**config.mk**
```make
export PLATFORM = sky130hd
export DESIGN_NAME = dice_game_ctrl
export DESIGN_NICKNAME = d
export VERILOG_FILES = /design/src/rtl/dice_game_ctrl_pkg.sv /design/src/rtl/dice_game_ctrl_roll_timer.sv /design/src/rtl/dice_game_ctrl.sv
export SDC_FILE = /design/constraint.sdc
export NUM_CORES = 1
export LEC_CHECK = 0
export ABC_CLOCK_PERIOD_IN_PS = 3800
export CORE_ASPECT_RATIO = 2
export CORE_UTILIZATION = 50
export CTS_CLUSTER_DIAMETER = 80
export DETAILED_ROUTE_END_ITERATION = 6
export GPL_TIMING_DRIVEN = 1
export PLACE_DENSITY = 0.77
export REMOVE_ABC_BUFFERS = 1
export SETUP_SLACK_MARGIN = 0.2
export SLEW_MARGIN = 25
export SYNTH_ARGS = -nofsm -noshare
export SYNTH_HDL_FRONTEND = slang
export SYNTH_HIERARCHICAL = 1
export SYNTH_SLANG_ARGS = --single-unit
```
**constraint.sdc**
```tcl
create_clock -name clk -period 3.8 [get_ports clk]
set_clock_uncertainty 0.2 [all_clocks]
set_input_delay 0.76 -clock clk [delete_from_list [all_inputs] [get_ports clk]]
set_output_delay 0.76 -clock clk [all_outputs]
set_load 0.02 [all_outputs]
```
**src/rtl/dice_game_ctrl_pkg.sv**
```systemverilog
// Shared definitions for the two-player dice controller.
// Latency: none (types, constants and a pure function).
// Backpressure: not applicable.
package dice_game_ctrl_pkg;

   typedef enum logic [2:0] {
      IDLE,
      ROLL,
      SETTLE,
      SAMPLE,
      DONE
   } state_t;

   localparam logic [2:0] DICE_MIN = 3'd1;
   localparam logic [2:0] DICE_MAX = 3'd6;

   // A dice face is only meaningful in 1..6; 0 and 7 indicate a glitched read.
   function automatic logic is_legal_throw(input logic [2:0] t);
      return (t >= DICE_MIN) && (t <= DICE_MAX);
   endfunction

endpackage

```
**src/rtl/dice_game_ctrl_roll_timer.sv**
```systemverilog
// Saturating cycle counter flagging when a timed interval has elapsed.
// Latency: done rises CYCLES-1 enabled cycles after clear.
// Backpressure: none; holds at the final count while enabled.
module roll_timer #(
   parameter int CYCLES = 8
) (
   input  logic clk,
   input  logic rst,
   input  logic clr,
   input  logic en,
   output logic done
);

   localparam int CW = (CYCLES > 2) ? $clog2(CYCLES) : 1;
   localparam logic [CW-1:0] LAST = CW'(CYCLES - 1);

   logic [CW-1:0] cnt;

   // Count up while enabled, stopping at the last value; clear has priority.
   always_ff @(posedge clk or posedge rst) begin
      if (rst) begin
         cnt <= '0;
      end else if (clr) begin
         cnt <= '0;
      end else if (en && (cnt != LAST)) begin
         cnt <= cnt + 1'b1;
      end
   end

   assign done = (cnt == LAST);

endmodule

```
**src/rtl/dice_game_ctrl.sv**
```systemverilog
// Two-player turn scheduler: arbitrates the dice, times rolls, scores, picks a winner.
// Latency: press edge to result_valid is MIN_ROLL_CYCLES+2 cycles minimum.
// Backpressure: none; the inactive button and all buttons after a win are ignored.
module dice_game_ctrl
   import dice_game_ctrl_pkg::*;
#(
   parameter int MIN_ROLL_CYCLES = 8,
   parameter int TARGET_SCORE    = 20,
   parameter int SCORE_W         = 6
) (
   input  logic               clk,
   input  logic               rst,
   input  logic               btn_p0,
   input  logic               btn_p1,
   input  logic               new_game,
   input  logic [2:0]         throw,
   output logic               roll_en,
   output logic               active_player,
   output logic [2:0]         result,
   output logic               result_valid,
   output logic               bad_throw,
   output logic [SCORE_W-1:0] score0,
   output logic [SCORE_W-1:0] score1,
   output logic               game_over,
   output logic               winner
);

   state_t             state, state_n;
   logic               roll_en_n, active_n, result_valid_n, bad_throw_n;
   logic               game_over_n, winner_n;
   logic [2:0]         result_n;
   logic [SCORE_W-1:0] score0_n, score1_n;
   logic [SCORE_W-1:0] sum;
   logic               act_btn;
   logic               roll_done;

   // The counter only runs in ROLL; it sits at zero everywhere else.
   roll_timer #(
      .CYCLES(MIN_ROLL_CYCLES)
   ) u_timer (
      .clk  (clk),
      .rst  (rst),
      .clr  ((state != ROLL) || new_game),
      .en   (state == ROLL),
      .done (roll_done)
   );

   assign act_btn = active_player ? btn_p1 : btn_p0;
   assign sum     = (active_player ? score1 : score0) + SCORE_W'(throw);

   // Next-state and next-output decode; new_game overrides every state.
   always_comb begin
      state_n        = state;
      roll_en_n      = roll_en;
      active_n       = active_player;
      result_n       = result;
      result_valid_n = 1'b0;
      bad_throw_n    = 1'b0;
      score0_n       = score0;
      score1_n       = score1;
      game_over_n    = game_over;
      winner_n       = winner;
      if (new_game) begin
         state_n     = IDLE;
         roll_en_n   = 1'b0;
         active_n    = 1'b0;
         result_n    = '0;
         score0_n    = '0;
         score1_n    = '0;
         game_over_n = 1'b0;
         winner_n    = 1'b0;
      end else begin
         case (state)
            IDLE: begin
               if (act_btn) begin
                  state_n   = ROLL;
                  roll_en_n = 1'b1;
               end
            end
            ROLL: begin
               if (roll_done && !act_btn) begin
                  state_n   = SETTLE;
                  roll_en_n = 1'b0;
               end
            end
            SETTLE: state_n = SAMPLE;
            SAMPLE: begin
               if (is_legal_throw(throw)) begin
                  result_n       = throw;
                  result_valid_n = 1'b1;
                  if (active_player) score1_n = sum;
                  else               score0_n = sum;
                  if (sum >= SCORE_W'(TARGET_SCORE)) begin
                     state_n     = DONE;
                     game_over_n = 1'b1;
                     winner_n    = active_player;
                  end else begin
                     state_n  = IDLE;
                     active_n = ~active_player;
                  end
               end else begin
                  bad_throw_n = 1'b1;
                  state_n     = IDLE;
               end
            end
            DONE:    state_n = DONE;
            default: state_n = IDLE;
         endcase
      end
   end

   // State and registered outputs.
   always_ff @(posedge clk or posedge rst) begin
      if (rst) begin
         state         <= IDLE;
         roll_en       <= 1'b0;
         active_player <= 1'b0;
         result        <= '0;
         result_valid  <= 1'b0;
         bad_throw     <= 1'b0;
         score0        <= '0;
         score1        <= '0;
         game_over     <= 1'b0;
         winner        <= 1'b0;
      end else begin
         state         <= state_n;
         roll_en       <= roll_en_n;
         active_player <= active_n;
         result        <= result_n;
         result_valid  <= result_valid_n;
         bad_throw     <= bad_throw_n;
         score0        <= score0_n;
         score1        <= score1_n;
         game_over     <= game_over_n;
         winner        <= winner_n;
      end
   end

endmodule

```
==> impl_metrics.tcl <==
set metrics [dict create \
    reg2reg_depth 9 \
    critPathKind "in2reg" \
    finalCriticalPeriod_ns 3.13 \
    clockBufferDepth 2 \
    hp-class "reg2reg" \
    worstSetupStartpointType "input port" \
    status "completed" \
    antenna_found_initial 0 \
    port_buffers 28 \
    chipHeight_um 81.3 \
    numCtsBuffers 3 \
    synth.avg_cell_area_sq_um 9.88 \
    pre_cts_ws_ns 0.391 \
    cts_tree "done" \
    dieWidth_um 41.6 \
    cts-htree-levels 1 \
    place_hpwl_mm 2.62 \
    path_cells "clkdlybuf4s50_1, ha_1, inv_1, fa_1, xnor2_1, a22o_1, o211a_1, nor3_1, mux2i_1" \
    cts_resized 0 \
    diodes 0 \
    routed_via_density 5.87 \
    vdd_drop_max_v 0.000187 \
    worst_pin_slew_ns 0.865 \
    gp_congestion 0.931 \
    syn_to_final_growth_pct 21.3 \
    required_ns 3.80 \
    wire_per_inst_um 15.9 \
    synth_area_sq_mm 0.00157 \
    p_comb_share_pct 8.3 \
    min_path_cells 2 \
    cp.arrival_ns 3.13 \
    final_cells 215 \
    rows 28 \
    grt_max_degree 27 \
    post-place-cells 211 \
    synthArstFlopShare_pct 100 \
    p_int_uw 380 \
    ys_ff_latch 27 \
    leakagePower_nw 0.865 \
    cap_viol_max_count 0 \
    synth_seq_area_share_pct 43.0 \
    vias 1261 \
    slew_violations 0 \
    grt_pass1_vias 1305 \
    io_pins 29 \
    drc 0 \
    cp_num_buf_inv 2 \
    firstDrtPassIters 4 \
    gr-total-overflow 0 \
    grt_setup_unrepaired "false" \
    syn_inst 159 \
    setup_viol 0 \
    slew_headroom_pct 41.9 \
    grt.total_usage_pct 21.8 \
    synthFlopType "dfrtp_1" \
    dieArea_sq_mm 0.00338 \
    final_nets 200 \
    drive_above_1_share_pct 10.8 \
    hold_viol_final 0 \
    grt_pass1_wl_mm 5.75 \
    clockRootBuffer "clkbuf_8" \
    postCtsSetupRepairBufs 0 \
    cp_max_fo 5 \
    clock_latency_ns 0.27 \
    coreArea_sq_mm 0.00298 \
    yosys_warnings 6 \
    setup-tns-final_ns 0 \
    crit_family "adder cells" \
    clk_pin_slew_ns 0.09 \
    cp_slowest_cell "clkdlybuf4s50_1" \
    powerDensity_mw_per_mm2 260 \
    cpPeakStageDelay_ns 0.56 \
    initial_utilization_pct 52.8 \
    power_switching_uw 116 \
    pwr-share-clk_pct 33.0 \
    cts.sinks 27 \
    fin_ws_ns 0.671 \
    drt-initial-drc-count 37 \
    cp.depth 9 \
    routed_wl_mm 3.41 \
    p_sw_share_pct 23.4 \
    power_frac_seq_pct 58.7 \
    min_period_over_period_pct 82.4 \
    ys_types 44 \
    crit_path_end_kind "flop" \
    timing.fmax_ghz 0.320 \
    detail-route-antenna-nets 0 \
    cts_hold_buf 0 \
    synth_edf_count 0 \
]
==> worst min-delay path, delay by kind of cell (launching register included) <==
kind / cells / cell delay [ns]
DFF: 1 / 0.36
and+or+nand+nor: 1 / 0.08
AOI/OAI and AO/OA: 1 / 0.07
==> synthesized netlist by cell type, types with 2 or more instances <==
master | count | area [sq um]
nor2b_1 | 2 | 12.5
nand2_1 | 7 | 26.3
nor3_1 | 8 | 40.0
ha_1 | 5 | 62.6
mux2i_1 | 8 | 80.1
o21ai_1 | 2 | 10.0
inv_1 | 10 | 37.5
dfrtp_1 | 27 | 676
nand4bb_1 | 2 | 22.5
o21ai_0 | 9 | 45.0
clkbuf_1 | 3 | 11.3
nand2b_1 | 4 | 25.0
a21oi_1 | 9 | 45.0
o31ai_1 | 3 | 22.5
or3_1 | 4 | 25.0
nor2_1 | 17 | 63.8
xnor2_1 | 5 | 43.8
a211oi_1 | 3 | 22.5
buf_2 | 2 | 10.0
mux2_2 | 5 | 56.3
==> power groups by stage <==
stage | sequential [mW] | clock [mW] | combinational, mW
6_report | 0.291 | 0.164 | 0.0411
5_1_grt | 0.291 | 0.178 | 0.0463
4_1_cts | 0.291 | 0.169 | 0.0416
3_5_place_dp | 0.297 | 0 | 0.0415
3_3_place_gp | 0.297 | 0 | 0.0397
2_1_floorplan | 0.298 | 0 | 0.0201
==> final cells by class <==
| class | instances | area [sq um] |
|---|---|---|
| Tap cell | 30 | 37.5 |
| Sequential cell | 27 | 676 |
| Clock buffer | 3 | 41.3 |
| Fill cell | 256 | 1070 |
| Multi-Input combinational cell | 114 | 815 |
| Inverter | 10 | 37.5 |
| Clock inverter | 1 | 5.00 |
| Timing Repair Buffer | 30 | 295 |
==> cells in the final DEF (no fill, tap or decap), types with 2 or more instances in the layout <==
cell | Yosys | final
clkdlybuf4s50_1 | 0 | 28
dfrtp_1 | 27 | 27
nor2_1 | 17 | 17
inv_1 | 10 | 9
a21oi_1 | 9 | 9
o21ai_0 | 9 | 9
nor3_1 | 8 | 8
mux2i_1 | 8 | 8
nand2_1 | 7 | 7
mux2_2 | 5 | 5
xnor2_1 | 5 | 5
ha_1 | 5 | 5
or3_1 | 4 | 4
nand2b_1 | 4 | 4
a211oi_1 | 3 | 3
o31ai_1 | 3 | 3
clkbuf_8 | 0 | 3
nor2b_1 | 2 | 2
buf_4 | 1 | 2
nand4bb_1 | 2 | 2
o21ai_1 | 2 | 2
==> worst paths after layout <==
path | from | end | slack (ns)
worst max-delay path | throw[0] | active_player | 0.67
worst min-delay path | result[2] | result[2] | 0.33
worst max register to register | active_player | active_player | 0.95
worst min register to register | result[2] | result[2] | 0.33
max in group asynchronous | rst | score0[5] | 2.31
min in group asynchronous | rst | u_timer/cnt[2] | 0.47
==> per-layer routing <==
layer	GRT usage [%]	up-vias	part of all wire (%)
met4	6.77	0	1.1
met1	23.5	620	39
li1	-	615	-
met3	1.33	4	1.7
met5	0	-	0
met2	43.8	22	58
==> cell families after synthesis <==
group	after synthesis	synth area share [%]
AO/OA/AOI/OAI	32	12.7
XOR/XNOR	5	2.79
adder cells (fa/ha/maj)	6	5.25
buffers and inverters	18	5.18
flip-flops	27	43.0
multiplexers	14	9.63
AND/OR/NAND/NOR	57	21.5
==> through the flow <==
stage               util, %  instance area (sq um)  hold slack (ns)  power (mW)
floorplan                 -                   1530            0.310       0.318
global placement       62.5                   1860            0.300       0.337
detailed placement     62.5                   1860            0.316       0.338
CTS                    64.0                   1910            0.342       0.502
global route           64.0                   1910            0.362       0.515
finish                 64.0                   1910            0.333       0.496
==> registers in the layout (all words and copies together), names as in the netlist, 3 cells and up <==
register and flops:
result 3, score0 6, score1 6, state 3
u_timer/cnt 3
Power figures use the tool's default switching activity.
